<file path="config.mk">
export PLATFORM = sky130hd
export DESIGN_NAME = pwm_capture
export DESIGN_NICKNAME = d
export VERILOG_FILES = /design/src/rtl/pwm_pkg.sv /design/src/rtl/pwm_duty_div.sv /design/src/rtl/pwm_capture.sv
export SDC_FILE = /design/constraint.sdc
export NUM_CORES = 1
export LEC_CHECK = 0
export ABC_CLOCK_PERIOD_IN_PS = 6200
export BUFFER_PORTS_ARGS = -buffer_cell sky130_fd_sc_hd__clkbuf_2
export CAP_MARGIN = 20
export CORE_MARGIN = 1.5
export CORE_UTILIZATION = 30
export CTS_CLUSTER_SIZE = 8
export DETAILED_ROUTE_END_ITERATION = 7
export GPL_TIMING_DRIVEN = 0
export PLACE_DENSITY = 0.57
export SETUP_SLACK_MARGIN = 0.4
export SLEW_MARGIN = 15
export SYNTH_ARGS = -nofsm -noshare
export SYNTH_HDL_FRONTEND = slang
export SYNTH_SLANG_ARGS = --single-unit
</file>
<file path="constraint.sdc">
create_clock -name i_clk -period 6.2 [get_ports i_clk]
set_input_delay 0.31 -clock i_clk [delete_from_list [all_inputs] [get_ports i_clk]]
set_output_delay 0.31 -clock i_clk [all_outputs]
set_load 0.005 [all_outputs]
</file>
<file path="src/rtl/pwm_pkg.sv">
// Shared types and constants for the PWM capture block.
// Duty scale matches the generator's 0..999 timebase.
package pwm_pkg;

  typedef enum logic [1:0] {
    IDLE,
    MEASURE,
    STUCK
  } state_e;

  localparam int PWM_SCALE = 1000;
  localparam int DUTY_W    = 10;
  localparam int SCALE_W   = 10;

  function automatic logic [DUTY_W-1:0] clamp_duty(
    input logic [63:0] q
  );
    logic [DUTY_W-1:0] r;
    if (q >= 64'(PWM_SCALE)) begin
      r = DUTY_W'(PWM_SCALE - 1);
    end else begin
      r = q[DUTY_W-1:0];
    end
    return r;
  endfunction

endpackage

</file>
<file path="src/rtl/pwm_duty_div.sv">
// Serial restoring divider: one quotient bit per cycle,
// start/busy/done handshake, result held until next done.
module pwm_duty_div
  import pwm_pkg::*;
#(
  parameter int NUM_W = 26,
  parameter int DEN_W = 16
) (
  input  logic             i_clk,
  input  logic             i_reset,
  input  logic             i_start,
  input  logic [NUM_W-1:0] i_num,
  input  logic [DEN_W-1:0] i_den,
  output logic             o_busy,
  output logic             o_done,
  output logic [NUM_W-1:0] o_quot
);

  localparam int CW = $clog2(NUM_W + 1);

  logic             busy_q, busy_d;
  logic             done_q, done_d;
  logic [CW-1:0]    cnt_q, cnt_d;
  logic [NUM_W-1:0] num_q, num_d;
  logic [DEN_W-1:0] den_q, den_d;
  logic [DEN_W-1:0] rem_q, rem_d;
  logic [NUM_W-1:0] quot_q, quot_d;
  logic [DEN_W:0]   trial;
  logic [DEN_W:0]   diff;

  always_comb begin
    busy_d = busy_q;
    done_d = 1'b0;
    cnt_d  = cnt_q;
    num_d  = num_q;
    den_d  = den_q;
    rem_d  = rem_q;
    quot_d = quot_q;
    trial  = {rem_q, num_q[NUM_W-1]};
    diff   = trial - {1'b0, den_q};
    if (busy_q) begin
      // numerator register doubles as quotient shift register
      num_d = {num_q[NUM_W-2:0], 1'b0};
      rem_d = trial[DEN_W-1:0];
      if (trial >= {1'b0, den_q}) begin
        rem_d    = diff[DEN_W-1:0];
        num_d[0] = 1'b1;
      end
      cnt_d = cnt_q - 1'b1;
      if (cnt_q == CW'(1)) begin
        busy_d = 1'b0;
        done_d = 1'b1;
        quot_d = num_d;
      end
    end else if (i_start) begin
      busy_d = 1'b1;
      num_d  = i_num;
      den_d  = i_den;
      rem_d  = '0;
      cnt_d  = CW'(NUM_W);
    end
  end

  always_ff @(posedge i_clk or posedge i_reset) begin
    if (i_reset) begin
      busy_q <= 1'b0;
      done_q <= 1'b0;
      cnt_q  <= '0;
      num_q  <= '0;
      den_q  <= '0;
      rem_q  <= '0;
      quot_q <= '0;
    end else begin
      busy_q <= busy_d;
      done_q <= done_d;
      cnt_q  <= cnt_d;
      num_q  <= num_d;
      den_q  <= den_d;
      rem_q  <= rem_d;
      quot_q <= quot_d;
    end
  end

  assign o_busy = busy_q;
  assign o_done = done_q;
  assign o_quot = quot_q;

endmodule

</file>
<file path="src/rtl/pwm_capture.sv">
// PWM period/high-time capture with stuck detection.
// Define PWM_CAPTURE_DUTY_EN to build the per-mille duty divider.
module pwm_capture
  import pwm_pkg::*;
#(
  parameter int CNT_W   = 16,
  parameter int TIMEOUT = 65535
) (
  input  logic              i_clk,
  input  logic              i_reset,
  input  logic              i_pwm,
  output logic [CNT_W-1:0]  o_period,
  output logic [CNT_W-1:0]  o_high,
  output logic              o_valid,
  output logic              o_stuck,
  output logic              o_level,
  output logic [DUTY_W-1:0] o_duty,
  output logic              o_duty_valid
);

  localparam logic [CNT_W-1:0] CNT_MAX = '1;
  localparam logic [CNT_W-1:0] CNT_ONE = CNT_W'(1);
  localparam logic [CNT_W-1:0] TO_LIM  = CNT_W'(TIMEOUT);

  logic             sync1_q;
  logic             s_q;
  logic             s_dly_q;
  logic             rise;
  state_e           state_q, state_d;
  logic [CNT_W-1:0] p_q, p_d;
  logic [CNT_W-1:0] h_q, h_d;
  logic [CNT_W-1:0] period_q, period_d;
  logic [CNT_W-1:0] high_q, high_d;
  logic             valid_q, valid_d;
  logic [CNT_W-1:0] p_inc;
  logic [CNT_W-1:0] h_inc;

  assign rise  = s_q & ~s_dly_q;
  assign p_inc = (p_q == CNT_MAX) ? p_q : p_q + 1'b1;
  assign h_inc = (h_q == CNT_MAX) ? h_q : h_q + 1'b1;

  always_ff @(posedge i_clk or posedge i_reset) begin
    if (i_reset) begin
      sync1_q <= 1'b0;
      s_q     <= 1'b0;
      s_dly_q <= 1'b0;
    end else begin
      sync1_q <= i_pwm;
      s_q     <= sync1_q;
      s_dly_q <= s_q;
    end
  end

  always_comb begin
    state_d  = state_q;
    p_d      = p_q;
    h_d      = h_q;
    period_d = period_q;
    high_d   = high_q;
    valid_d  = 1'b0;
    unique case (state_q)
      IDLE: begin
        if (rise) begin
          p_d     = CNT_ONE;
          h_d     = CNT_ONE;
          state_d = MEASURE;
        end
      end
      MEASURE: begin
        // a rise on the timeout cycle still reports the sample
        if (rise) begin
          period_d = p_q;
          high_d   = h_q;
          valid_d  = 1'b1;
          p_d      = CNT_ONE;
          h_d      = CNT_ONE;
        end else if (p_q >= TO_LIM) begin
          state_d = STUCK;
        end else begin
          p_d = p_inc;
          if (s_q) begin
            h_d = h_inc;
          end
        end
      end
      STUCK: begin
        if (rise) begin
          p_d     = CNT_ONE;
          h_d     = CNT_ONE;
          state_d = MEASURE;
        end
      end
      default: begin
        state_d = IDLE;
      end
    endcase
  end

  always_ff @(posedge i_clk or posedge i_reset) begin
    if (i_reset) begin
      state_q  <= IDLE;
      p_q      <= '0;
      h_q      <= '0;
      period_q <= '0;
      high_q   <= '0;
      valid_q  <= 1'b0;
    end else begin
      state_q  <= state_d;
      p_q      <= p_d;
      h_q      <= h_d;
      period_q <= period_d;
      high_q   <= high_d;
      valid_q  <= valid_d;
    end
  end

  assign o_period = period_q;
  assign o_high   = high_q;
  assign o_valid  = valid_q;
  assign o_stuck  = (state_q == STUCK);
  assign o_level  = s_q;

`ifdef PWM_CAPTURE_DUTY_EN
  localparam int NUM_W = CNT_W + SCALE_W;

  logic [NUM_W-1:0] num;
  logic [NUM_W-1:0] quot;
  logic             div_busy;
  logic             div_done;

  assign num = NUM_W'(high_q) * NUM_W'(PWM_SCALE);

  // samples arriving while busy are dropped by the divider
  pwm_duty_div #(
    .NUM_W (NUM_W),
    .DEN_W (CNT_W)
  ) u_div (
    .i_clk   (i_clk),
    .i_reset (i_reset),
    .i_start (valid_q),
    .i_num   (num),
    .i_den   (period_q),
    .o_busy  (div_busy),
    .o_done  (div_done),
    .o_quot  (quot)
  );

  logic unused_busy;
  assign unused_busy  = div_busy;
  assign o_duty       = clamp_duty(64'(quot));
  assign o_duty_valid = div_done;
`else
  assign o_duty       = '0;
  assign o_duty_valid = 1'b0;
`endif

endmodule

</file>
# Word level (Yosys, flattened, before mapping)
# Cells that the tools add are included.
word_totals:
  regBits: 70
  in_bits: 3
  out_inout_bits: 46
  wordCells: 48
classes:
  add_sub_neg: 2
  order_cmp: 1
  eq_ne: 11
  n_mux: 16
  bitwise: 2
  n_reduce_logical: 7
op_table:
  columns: ["operator", "count"]
  rows:
  - ["$mux 16", 8]
  - ["$pmux 16 s2", 2]
  - ["$add 16x1->16 const B", 2]
  - ["$eq 16x16->1 const B", 2]
  - ["$ge 16x16->1 const B", 1]
  - ["$ne 3x3->1 const B", 4]
  - ["$mux 2", 3]
  - ["$reduce_and 5->1", 1]
  - ["$ne 2x2->1 const B", 2]
  - ["$pmux 2 s2", 1]
  - ["$reduce_and 4->1", 1]
  - ["$reduce_and 3->1", 1]
  - ["$eq 2x1->1 const B", 1]
  - ["$eq 2x2->1 const B", 1]
  - ["$logic_not 2->1", 1]
  - ["$mux 1", 2]
  - ["$ne 2x1->1 const B", 1]
  - ["$reduce_and 2->1", 1]
  - ["$reduce_bool 2->1", 1]
  - ["$reduce_or 2->1", 1]
  - ["$and 1x1->1", 1]
  - ["$not 1->1", 1]

# Depth between registers and ports, before layout
logic_depth:
  depth_word: 6
  depth_mapped: 7
  mapped_depth_nobuf: 6

# Worst setup path before layout
# OpenSTA, ideal clock, no wires.
synth_path:
  path_kind: "register to register"
  from: "register p_q[0]"
  to: "register h_q[11]"
  setup_ns: 0.126
  arrival_ns: 1.864
  t_required_ns: 6.074
  slack_ns: 4.210
  path_stages_with_launch: 8
  n_path_buf: 1
  period_less_slack_ns: 1.990
  path_cell_list: "dfrtp_1 ha_1 nand3_1 nor4_4 a211o_2 a21o_1 buf_6 a221o_1"
synth_via:
  elab_chain_len: 3
synth_lines:
  columns: ["element", "line", "source"]
  rows:
  - ["start, declared", "pwm_capture.sv:30", "logic [CNT_W-1:0] p_q, p_d;"]
  - ["start signal, assigned", "pwm_capture.sv:109", "p_q <= p_d;"]
  - ["$ge 16x16->1", "pwm_capture.sv:77", "end else if (p_q >= TO_LIM) begin"]
  - ["$ne 3x3->1 (no line)", null, null]
  - ["$reduce_and 5->1 (no line)", null, null]
  - ["end signal, assigned", "pwm_capture.sv:103", "h_q <= '0;"]
  - ["end signal, assigned", "pwm_capture.sv:110", "h_q <= h_d;"]
  - ["end, declared", "pwm_capture.sv:31", "logic [CNT_W-1:0] h_q, h_d;"]
# No other way between the ends.
# A chain may end at the register's enable or synchronous reset.

# Worst setup path in the final report
layout_path:
  from: "register p_q[0]"
  to: "register p_q[1]"
layout_via:
  elab_chain_len: 5
  word_cells_on_any_way: 10
  cone_classes: "add/sub (1); order compare (1); eq/ne (3); mux (4); reduce/logical (1)"
layout_lines:
  columns: ["element", "line", "source"]
  rows:
  - ["$add 16x1->16", "pwm_capture.sv:39", "assign p_inc = (p_q == CNT_MAX) ? p_q : p_q + 1'b1;"]
  - ["$mux 16", "pwm_capture.sv:39", null]
  - ["$mux 16", "pwm_capture.sv:77", null]
  - ["$mux 16", "pwm_capture.sv:71", "if (rise) begin"]
  - ["$pmux 16 s2", "pwm_capture.sv:61", "unique case (state_q)"]
# Parallel ways exist; a longest one is shown, timed or not. The select of a mux whose other input is x is not followed.

==> insert_results.sql <==
INSERT INTO impl_metrics (metric_group, metric, value, unit) VALUES
('timing', 'layout_worst_path_cycle_share', '37.5', '%'),
('global_routing', 'wire_length_of_the_first_global_routing_pass', '11700', 'um'),
('drt', 'post-route-drc-count', '0', ''),
('yosys', 'synth_most_common_cell', 'sky130_fd_sc_hd__dfrtp_1', ''),
('drt', 'postRouteWirelength', '7070', 'um'),
('worst_setup_path', 'timing_worst_setup_path_type', 'register to register', ''),
('worst_setup_path', 'crit_path_start_kind', 'register', ''),
('timing', 'period_needed', '2330', 'ps'),
('worst_setup_path', 'rr_startpoint', 'p_q[0]', ''),
('power_and_ir_drop', 'leakagePower', '2.00', 'nW'),
('global_routing', 'gr-total-overflow', '0', ''),
('yosys', 'synthesis.area', '0.00335', 'mm2'),
('layout', 'antenna_diode_count', '0', ''),
('worst_setup_path', 'ff2ff_path_depth', '6', ''),
('worst_setup_path', 'critPathCaptureType', 'register', ''),
('power_and_ir_drop', 'p_comb_share', '15.0', '%'),
('floorplanning', 'top_level_ports', '49', ''),
('clock_network', 'clock_tree_from_tritoncts', 'yes', ''),
('power_and_ir_drop', 'total_switching_power', '0.000297', 'W'),
('global_routing', 'first_global_vias', '2370', ''),
('drt', 'routedLengthMet1', '3260', 'um'),
('drt', 'vias_per_cell', '4.95', ''),
('power_and_ir_drop', 'vdd_drop_max', '0.0818', 'mV'),
('worst_setup_path', 'critical_path.reg2reg.endpoint', 'p_q[1]', ''),
('yosys', 'synthFlopType', 'sky130_fd_sc_hd__dfrtp_1', ''),
('floorplanning', 'rows', '38', ''),
('yosys', 'yosysWarnings', '0', ''),
('yosys', 'synthDistinctLibCells', '49', ''),
('yosys', 'synth_fa_ha_area_share', '0.747', '%'),
('drt', 'highest_layer', 'met4', ''),
('clock_network', 'clock_sink_count', '70', ''),
('drt', 'routed-via-count', '2522', ''),
('yosys', 'synth_edf_count', '0', ''),
('power_and_ir_drop', 'power.clock.fraction', '33.3', '%'),
('power_and_ir_drop', 'power-per-cell-area', '279', 'mW/mm2'),
('drt', 'dr.pass1.iters', '5', ''),
('clock_network', 'clockBufferDepth', '2', ''),
('yosys', 'netlist_top_cells_area', 'sky130_fd_sc_hd__dfrtp_1 52%, sky130_fd_sc_hd__mux2_2 11%, sky130_fd_sc_hd__nand2_1 2.9%', ''),
('floorplanning', 'core_area', '0.0109', 'mm2'),
('placement', 'post_dp_cell_area', '0.00377', 'mm2'),
('timing', 'setup_violations', '0', ''),
('flow_run', 'drv_cap', '0', ''),
('power_and_ir_drop', 'swShare', '26.7', '%'),
('layout', 'nets', '372', ''),
('placement', 'hpwl_after_detailed_placement', '4990', 'um'),
('hold_path', 'min_to', 'sync1_q', ''),
('drt', 'antenna_left', '0', ''),
('yosys', 'synth-simple-area-share', '16.2', '%'),
('clock_network', 'cts-buffers-inserted', '9', ''),
('yosys', 'synth_seq_area_share', '52.3', '%'),
('timing', 'final.setup_skew', '13.0', 'ps'),
('placement', 'place_congestion', '0.776', ''),
('global_routing', 'antenna_found_initial', '0', ''),
('worst_setup_path', 'crit_path_max_fanout', '10', ''),
('floorplanning', 'fp.dieH', '109', 'um'),
('clock_network', 'root_buffer', 'sky130_fd_sc_hd__clkbuf_8', ''),
('global_routing', 'grt_use_total', '12.9', '%'),
('yosys', 'synth_top_family_by_area', 'simple AND/OR/NAND/NOR gates', ''),
('floorplanning', 'total_die_area', '0.0118', 'mm2'),
('timing', 'maxSlewViolCount', '0', ''),
('yosys', 'synth_xor_xnor_area_share', '0', '%'),
('drt', 'routed-wl-met3', '287', 'um'),
('run_status', 'status', 'completed', ''),
('floorplanning', 'initial_core_util', '30.8', '%'),
('worst_setup_path', 'required', '6430', 'ps'),
('worst_setup_path', 'cp.arrival', '2560', 'ps'),
('worst_setup_path', 'worst-r2r-setup-slack', '3870', 'ps'),
('global_routing', 'grt_start_max_net_pins', '40', ''),
('clock_network', 'cts.reportedPaths.clkPinSlew', '70', 'ps'),
('drt', 'drtIter0Drc', '98', ''),
('layout', 'final-seq-area', '0.00175', 'mm2');
==> cell families (layout without fill, tap and decap cells) <==
logic type,count (synthesis),in the layout
AO/OA/AOI/OAI,67,67
adder cells (fa/ha/maj),2,2
buffers and inverters,32,84
flip-flops,70,70
multiplexers,33,33
other,1,11
AND/OR/NAND/NOR,102,102
==> cells in the final DEF, fill, tap and decap left out, types with 12 or more instances in the layout <==
cell type,n
sky130_fd_sc_hd__nand3_1,14
sky130_fd_sc_hd__nor3_1,13
sky130_fd_sc_hd__dfrtp_1,70
sky130_fd_sc_hd__clkbuf_2,37
sky130_fd_sc_hd__nand2_1,26
sky130_fd_sc_hd__mux2_2,32
sky130_fd_sc_hd__o21ai_0,18
sky130_fd_sc_hd__nor2_1,17
sky130_fd_sc_hd__clkbuf_8,12
==> worst max-delay path by stage <==
stage | startpoint | end | slack (ps) | cells after the start
after floorplan | i_reset | h_q[0] | 4120 | 1
after global placement | i_reset | o_valid | 3180 | 2
after CTS | p_q[0] | p_q[14] | 3860 | 6
after global routing | p_q[0] | p_q[10] | 3690 | 6
final | p_q[0] | p_q[1] | 3870 | 6
after detailed placement | p_q[0] | p_q[14] | 3880 | 6
==> what timing repair did <==
action,in CTS,in global routing
setup endpoints to repair,0,0
hold endpoints to repair,31,0
hold buffers,1,0
==> cell type report <==
| type | instances | share of cell area [%] |
|---|---|---|
| Buffer | 22 | 3.96 |
| Clock buffer | 12 | 4.15 |
| Clock inverter | 1 | 0.755 |
| Inverter | 10 | 1.01 |
| Multi-Input combinational cell | 215 | 36.3 |
| Sequential cell | 70 | 44.0 |
| Tap cell | 140 | 4.40 |
| Timing Repair Buffer | 39 | 5.41 |
==> registers in the layout, summed over array words and instances (netlist names) <==
name / count
h_q: 16
o_high: 16
o_period: 16
p_q: 16
state_q: 2
o_level: 1
o_valid: 1
s_dly_q: 1
sync1_q: 1
==> critical path, cell delays in order, from the launching register on <==
cell                      delay (ps)
sky130_fd_sc_hd__dfrtp_1         500
sky130_fd_sc_hd__ha_1            240
sky130_fd_sc_hd__nand3_1         230
sky130_fd_sc_hd__nor4_4          530
sky130_fd_sc_hd__a21oi_1         240
sky130_fd_sc_hd__buf_2           240
sky130_fd_sc_hd__a22o_1          240
==> power by group through the flow <==
| stage | logic, W | clock network [W] | registers, W |
|---|---|---|---|
| 2_1_floorplan | 0.000113 | 0 | 0.000570 |
| 6_report | 0.000167 | 0.000370 | 0.000574 |
| 4_1_cts | 0.000170 | 0.000382 | 0.000575 |
| 3_5_place_dp | 0.000169 | 0 | 0.000583 |
| 5_1_grt | 0.000188 | 0.000396 | 0.000584 |
| 3_3_place_gp | 0.000162 | 0 | 0.000581 |
==> metal layers <==
layer	global-route usage, %	vias to the layer above
li1	-	1227
met1	16.4	1228
met2	20.4	55
met3	3.89	12
met4	5.73	0
met5	0	-
==> stage by stage <==
step	setup WS (ps)	cells	hold slack [ps]	total power, W	util [%]
floorplan	4120	317	331	0.000683	-
global placement	3180	494	333	0.000743	34.4
detailed placement	3880	495	340	0.000752	34.6
CTS	3860	509	57.8	0.00113	36.5
global route	3690	509	46.8	0.00117	36.5
finish	3870	509	76.8	0.00111	36.5
Power figures use the tool's default switching activity.
